[config.mk]
export PLATFORM = sky130hd
export DESIGN_NAME = logic_pipe
export DESIGN_NICKNAME = d
export VERILOG_FILES = /design/src/rtl/logic_pkg.sv /design/src/rtl/logic_op_core.sv /design/src/rtl/logic_pipe.sv
export SDC_FILE = /design/constraint.sdc
export NUM_CORES = 1
export LEC_CHECK = 0
export CAP_MARGIN = 20
export CORE_UTILIZATION = 46
export CTS_CLUSTER_SIZE = 40
export DETAILED_ROUTE_END_ITERATION = 7
export GPL_TIMING_DRIVEN = 0
export PLACE_DENSITY = 0.73
export SETUP_SLACK_MARGIN = 0.02
export SYNTH_ARGS = -nofsm -noshare
export SYNTH_HDL_FRONTEND = slang
export SYNTH_SLANG_ARGS = --single-unit
export TNS_END_PERCENT = 5
[constraint.sdc]
create_clock -name clk -period 2.6 [get_ports clk]
set_input_delay 0.52 -clock clk [delete_from_list [all_inputs] [get_ports clk]]
set_output_delay 0.52 -clock clk [all_outputs]
set_load 0.1 [all_outputs]
[src/rtl/logic_pkg.sv]
// Shared definitions for the bitwise logic pipeline: op encodings and op type.
package logic_pkg;

    typedef logic [2:0] op_t;

    localparam op_t OP_AND   = 3'b000;
    localparam op_t OP_XOR   = 3'b001;
    localparam op_t OP_OR    = 3'b010;
    localparam op_t OP_NOTB  = 3'b011;
    localparam op_t OP_NAND  = 3'b100;
    localparam op_t OP_NOR   = 3'b101;
    localparam op_t OP_XNOR  = 3'b110;
    localparam op_t OP_PASSA = 3'b111;

endpackage

[src/rtl/logic_op_core.sv]
// Combinational bitwise operation unit; purely per-bit, no carries or sign handling.
module logic_op_core
    import logic_pkg::*;
#(
    parameter int N = 8
) (
    input  logic [N-1:0] A,
    input  logic [N-1:0] B,
    input  logic [2:0]   op,
    output logic [N-1:0] R
);

    always_comb begin
        R = A;
        case (op)
            OP_AND:   R = A & B;
            OP_XOR:   R = A ^ B;
            OP_OR:    R = A | B;
            OP_NOTB:  R = ~B;
            OP_NAND:  R = ~(A & B);
            OP_NOR:   R = ~(A | B);
            OP_XNOR:  R = ~(A ^ B);
            OP_PASSA: R = A;
            default:  R = A;
        endcase
    end

endmodule

[src/rtl/logic_pipe.sv]
// Valid/ready pipeline around logic_op_core: op evaluated into stage 1, result
// carried through STAGES registers, zero/parity derived from the last stage.
module logic_pipe
    import logic_pkg::*;
#(
    parameter int N      = 8,
    parameter int STAGES = 2
) (
    input  logic         clk,
    input  logic         rst,
    input  logic         in_valid,
    output logic         in_ready,
    input  logic [N-1:0] A,
    input  logic [N-1:0] B,
    input  logic [2:0]   op,
    output logic         out_valid,
    input  logic         out_ready,
    output logic [N-1:0] RL,
    output logic         zero,
    output logic         parity
);

    logic [N-1:0]             r_op;
    logic [STAGES:1]          vld_pipe;
    logic [STAGES:1][N-1:0]   dat_pipe;
    logic [STAGES:1]          en;
    logic                     rdy_en;
    logic                     accept;

    logic_op_core #(.N(N)) u_core (
        .A  (A),
        .B  (B),
        .op (op),
        .R  (r_op)
    );

    // A stage may load when it, or any stage after it, has a hole, or the sink drains.
    always_comb begin
        logic acc;
        acc = out_ready;
        en  = '0;
        for (int s = STAGES; s >= 1; s--) begin
            acc   = acc | ~vld_pipe[s];
            en[s] = acc;
        end
    end

    // rdy_en keeps in_ready low through reset and until the first edge after release.
    assign in_ready = rdy_en & en[1];
    assign accept   = in_valid & in_ready;

    always_ff @(posedge clk or posedge rst) begin
        if (rst) begin
            rdy_en   <= 1'b0;
            vld_pipe <= '0;
            dat_pipe <= '0;
        end else begin
            rdy_en <= 1'b1;
            if (en[1]) begin
                vld_pipe[1] <= accept;
                if (accept)
                    dat_pipe[1] <= r_op;
            end
            for (int s = 2; s <= STAGES; s++) begin
                if (en[s]) begin
                    vld_pipe[s] <= vld_pipe[s-1];
                    if (vld_pipe[s-1])
                        dat_pipe[s] <= dat_pipe[s-1];
                end
            end
        end
    end

    assign out_valid = vld_pipe[STAGES];
    assign RL        = dat_pipe[STAGES];
    assign zero      = ~|RL;
    assign parity    = ^RL;

endmodule

After elaboration in Yosys (flattened, before gate mapping)
Index checks and enable logic that the tools add are counted.

Register bits after elaboration: 19. Input port bits: 23. Output and inout port bits: 12. Word-level logic and storage cells: 32.

Equal/unequal tests: 7. Mux-type cells: 1. Bitwise gates (word level): 13. Reduce and logical (&&, ||, !) cells: 6.

Operators by type and width (number): case mux 8 bit (8 select lines) (1); inverter 8 bit (4); equality test 3 bit, second input constant (4); AND 8 bit (1); OR 8 bit (1); OR reduction 8 bit (1); parity 8 bit (1); XOR 8 bit (1); equality test 3 x 2 -> 1 bit, second input constant (2); AND reduction 2 bit (2); equality test 3 x 1 -> 1 bit, second input constant (1); logical NOT 3 bit (1); AND 1 bit (2); inverter 1 bit (2); OR 1 bit (2); logical NOT 1 bit (1).

Longest topological paths before layout
Depth in word-level cells: 6. Mapped depth: 6. Depth with buffers taken out: 6.

Cells and area by module
Synthesis repeated with hierarchy kept, for this count alone.

Cells, all modules: 196. Area total of the unflattened synthesis: 1819.2 sq um.

Modules (own cells, without submodules): logic_pipe (instances 1, cells each 70, area an instance 933.4 sq um, sequential area each 475.5 sq um); logic_op_core (instances 1, cells each 126, area an instance 885.8 sq um, sequential area each 0.0 sq um).

Worst setup path after synthesis
No wires, ideal clock.

Path kind: reg-to-output. Start: register dat_pipe, in the netlist RL[2]. End: output port parity. Arrival: 2.411 ns. Data required time: 2.080 ns. Path slack: -0.331 ns. Stages on the path, launching flop included: 5. Path buffers: 0. Path through: dfrtp_1 inv_1 ha_1 xor2_1 xnor2_1.

Word-level cells in the longest chain between the ends: 1.

RTL lines: start: declaration (line logic_pipe.sv:25) `logic [STAGES:1][N-1:0] dat_pipe;`; start signal: indexed assignment (line logic_pipe.sv:68) `dat_pipe[s] <= dat_pipe[s-1];`; parity 8 bit (line logic_pipe.sv:77) `assign parity = ^RL;`; end: declaration (line logic_pipe.sv:20) `output logic parity`.

Every way passes these cells.

Worst setup path in the final report
Start: register dat_pipe, in the netlist RL[6]. End: output port parity.

Same word-level chain as after synthesis.

==> impl_results.md <==
* Gr ovfl total at 0
* Share of cells above drive strength 1 at 15.65%
* Routability cong. at 0.7975
* Vias at 1,414
* CP Class: flop to output port
* Largest area contributor in the netlist: dfrtp_1
* Fin nets at 274
* Core area at 3661 sq um
* Pwr dens at 900.9 nW/um^2
* Hold Startpoint: dat_pipe[1]
* Total GRT Usage at 17.12%
* Worst EP required at 2080 ps
* Hold Path End: dat_pipe[1]
* WL/cell at 10.91 um
* First-pass GRT wire length at 5513 um
* Min cycle time layout at 2416 ps
* Die ar. at 4062 sq um
* Num ports at 35
* Port-buffer cells at 33
* Initial core utilization at 47.88%
* Relative slew slack at 35.72%
* Top post-synthesis cells by count: inv_1 (26), ha_1 (20), dfrtp_1 (19)
* Antenna Nets Post-Route at 0
* Final hold violations at 0
* Synthesized net count at 236
* Largest net degree at the start of global routing at 20
* Number of synthesized flops with an enable pin at 0
* Synth warn at 0
* Post-cts hold buffer count at 0
* Top-count cell post-synth: inv_1
* Die X at 63.73 um
* Initial antenna violation count at 0
* Cts repair resizes at 7
* Crit path DAT at 1900 ps
* Sink Count at 19
* WL final at 3034 um
* MaxCap Viol Count at 0
* Min-delay worst type: flop to flop
* Clk_skew at 1.733 ps
* Top fanout value on the critical path at 3
* Pleak at 1.072 nW
* Mean Syn Cell Area at 9.083 sq um
* CTS Root Cell: clkbuf_8
* Synthesis-stage register bit count at 19
* Worst r2r path cells at 4
* Cell area after synthesis at 1753 sq um
* Ant. Diodes at 0
* Drt initial violations at 77
* Worst R2R End: dat_pipe[4]
* Worst-path clk slew at 60 ps
* Post-Synth Simple-Gate Area at 18.27%
* Hold WS at 477.0 ps
* CP startpoint kind: flop
* Slew at the pin closest to its max-slew limit at 961.3 ps
* Largest cells by area after synthesis: dfrtp_1 (27%), ha_1 (14%), mux2_2 (5.8%)
* DRT Pass-1 Iters at 5
* DP HPWL at 2465 um
* Post-synth top area share at 27.12%
* Post-Synth Adder-Cell Area at 14.28%
* Reg2reg setup slack at 1190 ps
* Final setup vio count at 0
* Via count of the first global-routing pass at 1,235
* Count of different cell masters after synthesis at 37
* Cells after DPL at 274
* P&R area growth vs syn at 25.41%
* Top FF cell, synth: dfrtp_1
* Status: completed
* Ys async rst share at 100.0%
* Endpoint type of the worst setup path: output port
* Clock Path Buffers at 2
* H-tree depth at 1
* Postcts setup bufs at 0
* XOR/XNOR Fraction of Synth Area at 1.499%
* Seq/Total Area, Yosys at 27.12%
* Synth Area in Compound Gates at 13.49%
* Pwr Total at 0.001981 W
* Mux contribution to synthesized area at 11.49%
* Num CTS Buffers at 3
* Mapped Cells at 193
* Clock latency on the worst-skew pair at 250 ps
* Largest family of logic cells by synthesized area: simple AND/OR/NAND/NOR gates
* Cell Rows at 22
* Via-to-Cell Ratio at 5.086
* Cell count of the worst hold path at 2
* Die Y at 63.73 um
* Maximum VDD drop at 0.0008938 V
* Final Max Tran Viols at 0
* Reg2reg start: vld_pipe[2]
* Post-route DRC violation count at 0
* RSZ-0062 raised after global routing: false
* Non-filler cells, final at 278
* Final period util at 92.92%
* Fmax at 413.9 MHz
* CTS tree: built
-- layout by cell type, fill, tap and decap left out, drive strengths merged, types with 5 or more instances in the layout --
| cell type | n |
|---|---|
| ha | 20 |
| inv | 26 |
| buf | 17 |
| o31ai | 9 |
| mux2i | 10 |
| nand3b | 5 |
| nand2 | 11 |
| nor3 | 9 |
| clkdlybuf4s50 | 30 |
| dfrtp | 19 |
| mux2 | 9 |
| nand2b | 10 |
-- power breakdown --
part	internal [W]	switching [W]
clock network	0.000106	0.0000867
logic	0.000431	0.000945
registers	0.000368	0.0000433
-- metal layers --
layer,track usage (%),vias to the layer above,part of all wire [%]
met5,0,-,0
met4,7.670,0,1.1
met3,1.607,2,4.7
met2,26.86,46,47
met1,23.74,628,47
li1,-,738,-
-- layout make-up --
class	count	area, sq um
tap	48	60.06
buffer	18	141.4
multi-input combinational	130	1046
fill	332	1463
clock buffer	3	41.29
timing repair buffer	33	331.6
inverter	26	97.59
clock inverter	1	5.005
sequential	19	475.5
-- registers in the layout, summed over array words and instances, names as in the netlist --
name	flops
rdy_en	1
RL	8
dat_pipe	8
vld_pipe	2
-- metrics by stage --
step	utilization, %	cell area [sq um]	setup slack, ps	TNS [ps]
after global placement	58.75	2151	-304.2	-439.8
after floorplan	-	1760	288.6	0
final	60.05	2198	184.1	0
after global routing	60.05	2198	80.90	0
after detailed placement	58.75	2151	-314.0	-449.9
after CTS	60.05	2198	153.0	0
-- critical path, stage by stage (launching register included) --
cell and delay, ps:
dfrtp_1 360, inv_1 50, ha_1 290, xnor2_1 240, xnor2_2 130, clkdlybuf4s15_2 560
-- how the worst max path moves through the flow --
stage	slack, ps	to	startpoint
after floorplan	290	parity	RL[2]
after detailed placement	-310	in_ready	out_ready
after CTS	150	parity	RL[6]
final	180	parity	RL[6]
after global placement	-300	in_ready	out_ready
after global routing	80	parity	RL[6]
-- cell families after synthesis --
kind of cell	after synthesis
muxes	19
and+or+nand+nor	54
other	1
buffers and inverters	44
adders and majority gates	20
DFF	19
AOI/OAI and AO/OA	33
xor gates and xnor gates	3
No activity file was read; power rests on OpenSTA's default activity.
